## src/rtl/bam_cfg_ctrl.sv

```systemverilog
// Configuration controller for the one-channel BAM generator: bus shadow bank,
// frame-boundary commit of on/prescale/duty, and an optional per-frame duty ramp.
module bam_cfg_ctrl (
  input  logic       i_clk,
  input  logic       i_rst_n,
  input  logic       i_wr_en,
  input  logic       i_rd_en,
  input  logic [1:0] i_addr,
  input  logic [7:0] i_wdata,
  input  logic       i_frame_end,
  output logic [7:0] o_rdata,
  output logic       o_ack,
  output logic       o_on,
  output logic [2:0] o_presc_mode,
  output logic [7:0] o_duty_cycle,
  output logic       o_busy,
  output logic       o_done
);

  localparam logic [1:0] ST_IDLE = 2'd0;
  localparam logic [1:0] ST_PEND = 2'd1;
  localparam logic [1:0] ST_RAMP = 2'd2;

  localparam logic [1:0] ADDR_CONFIG = 2'd0;
  localparam logic [1:0] ADDR_DCYCLE = 2'd1;
  localparam logic [1:0] ADDR_STEP   = 2'd2;
  localparam logic [1:0] ADDR_STATUS = 2'd3;

  logic [1:0] state_q, state_d;
  logic       cfg_on_q, cfg_on_d;
  logic [2:0] cfg_presc_q, cfg_presc_d;
  logic       cfg_ramp_q, cfg_ramp_d;
  logic [7:0] target_q, target_d;
  logic [7:0] step_q, step_d;
  logic       pending_q, pending_d;
  logic       sticky_q, sticky_d;
  logic       on_q, on_d;
  logic [2:0] presc_q, presc_d;
  logic [7:0] duty_q, duty_d;
  logic       done_q, done_d;
  logic       ack_q, ack_d;
  logic [7:0] rdata_q, rdata_d;

  logic       wr_shadow;
  logic       safety_off;
  logic       rd_only;
  logic       busy;
  logic       pend_commit;
  logic [7:0] start_duty;
  logic       ramp_go;
  logic [7:0] gap;
  logic [7:0] ramp_adj;
  logic [7:0] ramp_next;

  assign wr_shadow   = i_wr_en && (i_addr != ADDR_STATUS);
  assign safety_off  = i_wr_en && (i_addr == ADDR_CONFIG) && !i_wdata[0] && on_q;
  assign rd_only     = i_rd_en && !i_wr_en;
  assign busy        = (state_q != ST_IDLE);
  // With the generator off no frame_end will arrive, so commit as soon as the bus goes quiet.
  assign pend_commit = i_frame_end || (!on_q && !wr_shadow);
  assign start_duty  = (cfg_on_q && !on_q) ? 8'd0 : duty_q;
  assign ramp_go     = cfg_on_q && cfg_ramp_q && (step_q != 8'd0) && (start_duty != target_q);

  // The step is clipped to the remaining distance, so the result never passes the target.
  always_comb begin
    gap       = (target_q > duty_q) ? (target_q - duty_q) : (duty_q - target_q);
    ramp_adj  = (step_q < gap) ? step_q : gap;
    ramp_next = target_q;
    if (cfg_ramp_q && (step_q != 8'd0)) begin
      ramp_next = (target_q > duty_q) ? (duty_q + ramp_adj) : (duty_q - ramp_adj);
    end
  end

  always_comb begin
    state_d     = state_q;
    cfg_on_d    = cfg_on_q;
    cfg_presc_d = cfg_presc_q;
    cfg_ramp_d  = cfg_ramp_q;
    target_d    = target_q;
    step_d      = step_q;
    pending_d   = pending_q;
    sticky_d    = sticky_q;
    on_d        = on_q;
    presc_d     = presc_q;
    duty_d      = duty_q;
    done_d      = 1'b0;
    ack_d       = i_wr_en | i_rd_en;
    rdata_d     = 8'd0;

    if (rd_only) begin
      case (i_addr)
        ADDR_CONFIG: rdata_d = {3'b000, cfg_ramp_q, cfg_presc_q, cfg_on_q};
        ADDR_DCYCLE: rdata_d = target_q;
        ADDR_STEP:   rdata_d = step_q;
        default:     rdata_d = {5'b00000, sticky_q, pending_q, busy};
      endcase
      if (i_addr == ADDR_STATUS) sticky_d = 1'b0;
    end

    if (safety_off) begin
      on_d      = 1'b0;
      presc_d   = i_wdata[3:1];
      duty_d    = 8'd0;
      pending_d = 1'b0;
      state_d   = ST_IDLE;
    end else begin
      case (state_q)
        ST_IDLE: begin
          if (wr_shadow) begin
            pending_d = 1'b1;
            state_d   = ST_PEND;
          end
        end
        ST_PEND: begin
          if (pend_commit) begin
            on_d      = cfg_on_q;
            presc_d   = cfg_presc_q;
            pending_d = wr_shadow;
            if (ramp_go) begin
              duty_d  = start_duty;
              state_d = ST_RAMP;
            end else begin
              duty_d  = target_q;
              state_d = wr_shadow ? ST_PEND : ST_IDLE;
            end
          end
        end
        ST_RAMP: begin
          if (wr_shadow) pending_d = 1'b1;
          if (i_frame_end) begin
            on_d      = cfg_on_q;
            presc_d   = cfg_presc_q;
            pending_d = wr_shadow;
            duty_d    = ramp_next;
            if (ramp_next == target_q) begin
              done_d   = 1'b1;
              sticky_d = 1'b1;
              state_d  = wr_shadow ? ST_PEND : ST_IDLE;
            end
          end
        end
        default: state_d = ST_IDLE;
      endcase
    end

    if (i_wr_en) begin
      case (i_addr)
        ADDR_CONFIG: begin
          cfg_on_d    = i_wdata[0];
          cfg_presc_d = i_wdata[3:1];
          cfg_ramp_d  = i_wdata[4];
        end
        ADDR_DCYCLE: target_d = i_wdata;
        ADDR_STEP:   step_d   = i_wdata;
        default:     ;
      endcase
    end
  end

  always_ff @(posedge i_clk) begin
    if (!i_rst_n) begin
      state_q     <= ST_IDLE;
      cfg_on_q    <= 1'b0;
      cfg_presc_q <= 3'd0;
      cfg_ramp_q  <= 1'b0;
      target_q    <= 8'd0;
      step_q      <= 8'd0;
      pending_q   <= 1'b0;
      sticky_q    <= 1'b0;
      on_q        <= 1'b0;
      presc_q     <= 3'd0;
      duty_q      <= 8'd0;
      done_q      <= 1'b0;
      ack_q       <= 1'b0;
      rdata_q     <= 8'd0;
    end else begin
      state_q     <= state_d;
      cfg_on_q    <= cfg_on_d;
      cfg_presc_q <= cfg_presc_d;
      cfg_ramp_q  <= cfg_ramp_d;
      target_q    <= target_d;
      step_q      <= step_d;
      pending_q   <= pending_d;
      sticky_q    <= sticky_d;
      on_q        <= on_d;
      presc_q     <= presc_d;
      duty_q      <= duty_d;
      done_q      <= done_d;
      ack_q       <= ack_d;
      rdata_q     <= rdata_d;
    end
  end

  assign o_rdata      = rdata_q;
  assign o_ack        = ack_q;
  assign o_on         = on_q;
  assign o_presc_mode = presc_q;
  assign o_duty_cycle = duty_q;
  assign o_busy       = busy;
  assign o_done       = done_q;

endmodule

```

## config.mk

```make
export PLATFORM = sky130hd
export DESIGN_NAME = bam_cfg_ctrl
export DESIGN_NICKNAME = d
export VERILOG_FILES = /design/src/rtl/bam_cfg_ctrl.sv
export SDC_FILE = /design/constraint.sdc
export NUM_CORES = 1
export LEC_CHECK = 0
export ABC_AREA = 1
export BUFFER_PORTS_ARGS = -buffer_cell sky130_fd_sc_hd__buf_2
export CAP_MARGIN = 20
export CORE_ASPECT_RATIO = 0.75
export CORE_MARGIN = 5
export CORE_UTILIZATION = 50
export DETAILED_ROUTE_END_ITERATION = 10
export PLACE_DENSITY = 0.67
export SYNTH_ARGS = -nofsm -noshare
export SYNTH_HDL_FRONTEND = slang
export SYNTH_SLANG_ARGS = --single-unit
```

## constraint.sdc

```tcl
create_clock -name i_clk -period 7.45 [get_ports i_clk]
set_input_delay 0.3725 -clock i_clk [delete_from_list [all_inputs] [get_ports i_clk]]
set_output_delay 0.3725 -clock i_clk [all_outputs]
set_load 0.01 [all_outputs]
```

==> impl_table.tex <==
\begin{tabular}{lr}
\hline
Metric & Value \\
\hline
\multicolumn{2}{l}{\textbf{Cells and area}} \\
\quad Layout-stage area growth over the synthesis result & 9.20\% \\
\quad Final net count & 660 \\
\quad Fill cells & 823 \\
\quad Layout cells sized above 1 & 0.139 \\
\quad N\_diodes & 0 \\
\quad Final Instance Area & about 0.0043 sq mm \\
\quad Sequential Area & 941 sq um \\
\quad Combined area of the multi-input logic cells & 0.00258 sq mm \\
\multicolumn{2}{l}{\textbf{Synthesis}} \\
\quad Largest area contributor in the netlist & dfxtp\_1 \\
\quad Complex-gate fraction of the synthesized area & 0.214 \\
\quad Total of flip-flops plus latches after synthesis & 47 \\
\quad Fraction of registers with async set/reset & 0 \\
\quad Count of flip-flops with a built-in enable after synthesis & 0 \\
\quad Post-Syn Instances & 580 \\
\quad Net Count, Synth & around 630 \\
\quad Dominant register cell in the synthesized netlist & dfxtp\_1 \\
\quad Multiplexer share of the synthesized area & 0.00255 \\
\quad Syn. warnings & 0 \\
\quad Fraction of the mapped netlist area in simple logic gates & 0.266 \\
\quad Distinct cell type count of the synthesized netlist & 45 \\
\quad Xor and xnor area share after synthesis & 0.0580 \\
\quad Syn Area/Cell & $\sim$6.8 sq um \\
\quad Main combinational cell family by area after synthesis & simple AND/OR/NAND/NOR gates \\
\quad Yosys top cell area share & 0.239 \\
\quad Cell Area, Synth & 0.00393 sq mm \\
\quad Area contributors post-synth & dfxtp\_1, nand2\_1, ha\_1, inv\_1, o21ai\_0 \\
\quad Share of synthesized area occupied by flip-flops and latches & 0.239 \\
\quad Synthesized-area fraction occupied by adder cells & 0.114 \\
\multicolumn{2}{l}{\textbf{Floorplan}} \\
\quad DIE HEIGHT & 86.8 microns \\
\quad Die width & 112 microns \\
\quad Total Die Area & slightly below 0.01 sq mm \\
\quad FP Rows & 28 \\
\quad Starting density of the core & 0.505 \\
\quad IO Pins & 38 \\
\quad Core footprint & 0.00778 sq mm \\
\multicolumn{2}{l}{\textbf{Global route}} \\
\quad Maximum number of pins on one net before global-route repair & 23 \\
\quad GR Layer Usage met3 & 0.0419 \\
\quad Vias in the first global route & roughly 3,500 \\
\quad Global-route wire length before repair & 17,900 microns \\
\quad Remaining global-route overflow & 0 \\
\quad Top Usage Layer GRT & met1 \\
\quad Antenna violations before repair & 0 \\
\quad GRT Resource Usage Total & 0.230 \\
\quad Met1 track utilization from global routing & 0.353 \\
\quad Met2 Track Usage GR & 0.334 \\
\multicolumn{2}{l}{\textbf{Place}} \\
\quad Routability-driven placement congestion ratio & 0.948 \\
\quad Number of buffers added on ports & 37 \\
\quad Post-detailed-placement cell area & 0.00416 sq mm \\
\quad Placed wire-length estimate after detailed placement & 9200 microns \\
\multicolumn{2}{l}{\textbf{Routing}} \\
\quad Remaining routing DRC violations & 0 \\
\quad Detailed Routing Iterations Pass 1 & 5 \\
\quad Via-to-Cell Ratio & 5.55 \\
\quad WL/cell & around 16 microns \\
\quad Count of nets left with antenna violations after detail routing & 0 \\
\quad Initial DRC count & 350 \\
\quad Detailed-route via count & roughly 4,000 \\
\quad Routed WL & 11,500 microns \\
\multicolumn{2}{l}{\textbf{CTS}} \\
\quad Number of buffers inserted by post-CTS setup repair & 0 \\
\quad Insertion delay of the later-clocked pin in the worst-skew pair & 310 ps \\
\quad Number of buffers inserted by hold repair at cts & 0 \\
\quad Cells resized by post-CTS repair & 0 \\
\quad Clock tree from TritonCTS & yes \\
\quad Buffer type at the clock tree root & clkbuf\_8 \\
\quad Clock Path Buffers & 2 \\
\quad TritonCTS buffer count & 5 \\
\quad Sink Count & 47 \\
\quad Clock input transition at the sequential cells of the worst setup and hold paths & about 100 ps \\
\quad H-Tree Depth & 2 \\
\multicolumn{2}{l}{\textbf{Timing}} \\
\quad Final Hold Viols & 0 \\
\quad Post-route clock skew & 5.71 ps \\
\quad Total count of max-transition violations in the final report & 0 \\
\quad Hold Slack & 321 ps \\
\quad Period utilization & 0.892 \\
\quad Total setup violations reported at the end of the flow & 0 \\
\quad Final period demand of the worst path & $\sim$6600 ps \\
\quad RSZ-0062 raised after global routing & no \\
\quad Slew at the pin closest to its max-slew limit & approximately 650 ps \\
\quad Highest clock rate & between 150 and 200 MHz \\
\quad Final setup TNS & 0 ps \\
\quad Worst rel slew slack & 0.561 \\
\multicolumn{2}{l}{\textbf{Setup path}} \\
\quad Crit path DAT & 6850 ps \\
\quad Sort of element at the end of the critical path & flop \\
\quad Startpoint type of the worst setup path & flop \\
\quad Max FO, Critical Path & 15 \\
\quad Required time at the endpoint of the critical path & approximately 7700 ps \\
\quad Critical-path top delay cell & fa\_1 \\
\quad Worst path most repeated cell & nand2\_1 \\
\quad Max incr delay on CP & roughly 440 ps \\
\quad Critical path start-end classification & reg2reg \\
\multicolumn{2}{l}{\textbf{Run status}} \\
\quad Result of the run & finished clean \\
\multicolumn{2}{l}{\textbf{Flow run}} \\
\quad Max-cap violations & 0 \\
\multicolumn{2}{l}{\textbf{Hold path}} \\
\quad Path category of the worst min-delay check & in2reg \\
\hline
\end{tabular}
-- final cells by class --
class	instances	share of cell area
timing repair buffer	38	0.0458
tap	105	0.0306
clock inverter	2	0.00904
multi-input combinational	433	0.601
inverter	86	0.0752
sequential	47	0.219
clock buffer	6	0.0192
-- layer usage --
| layer | routed length (microns) | up-vias |
|---|---|---|
| met1 | 5660 | 1802 |
| li1 | - | 1977 |
| met3 | 945 | 15 |
| met4 | 133 | 0 |
| met2 | 4730 | 183 |
| met5 | 0 | - |
-- flip-flops by register name, summed over array words and instances, names as in the netlist, 2 cells and up --
name,count
cfg_presc_q,3
o_duty_cycle,8
o_presc_mode,3
o_rdata,8
state_q,2
step_q,8
target_q,8
-- synth_stat cells, types with 2 or more instances --
| cell | number |
|---|---|
| o211ai_1 | 9 |
| or2_2 | 2 |
| nor2_1 | 42 |
| o2111ai_1 | 2 |
| clkbuf_1 | 7 |
| fa_1 | 3 |
| dfxtp_1 | 47 |
| a21o_1 | 2 |
| ha_1 | 31 |
| o221ai_1 | 3 |
| nand3_2 | 3 |
| o22ai_1 | 3 |
| o21ai_1 | 5 |
| a31oi_1 | 10 |
| nor3_1 | 4 |
| inv_1 | 82 |
| xor2_1 | 19 |
| buf_4 | 4 |
| xnor2_1 | 7 |
| nand3_1 | 27 |
| clkinv_1 | 3 |
| nand2_1 | 107 |
| a21oi_1 | 49 |
| o21ai_0 | 59 |
| nand2_4 | 6 |
| nand2_2 | 18 |
| a211oi_1 | 2 |
| nand4_1 | 6 |
| nor2_4 | 2 |
-- worst paths after layout --
kind / start / end / slack, ps / cells past startpoint
worst max register to register: target_q[0] / state_q[1] / 810 / 38
worst max-delay path: target_q[0] / state_q[1] / 810 / 38
worst min register to register: o_presc_mode[1] / o_presc_mode[1] / 470 / 2
worst min-delay path: i_rd_en / o_ack / 320 / 3
-- metrics by stage --
step / worst slack, ps / std cells / util
finish: 808 / 717 / 0.552
global route: 335 / 717 / 0.552
CTS: 924 / 716 / 0.550
detailed placement: 993 / 708 / 0.535
global placement: 1050 / 708 / 0.535
floorplan: 2020 / 580 / -
-- worst max-delay path, delay by kind of cell, from the launching register on --
family          cells  cell delay, ps
flops               1             430
xor+xnor            2             450
simple gates       20            2370
compound gates      7            1310
fa+ha+maj           4            1410
buf+inv             5             550
-- cell usage in the layout (no fill, tap or decap), types with 5 or more instances in the layout --
cell	instances
xor2_1	19
nand2_2	18
nand3_1	27
buf_2	37
xnor2_1	7
nor2_1	42
dfxtp_1	47
o21ai_1	5
o21ai_0	59
inv_1	82
clkbuf_8	6
nand2_1	107
a31oi_1	10
o211ai_1	9
a21oi_1	49
nand4_1	6
nand2_4	6
ha_1	31
-- kinds of logic after synthesis --
| kind of cell | count (synthesis) |
|---|---|
| compound gates | 149 |
| xor+xnor | 26 |
| fa+ha+maj | 34 |
| buf+inv | 100 |
| flops | 47 |
| mux | 1 |
| simple gates | 223 |
Power is not shown: default switching activity piles up to over one toggle a cycle in this logic, so the estimate is an artifact.
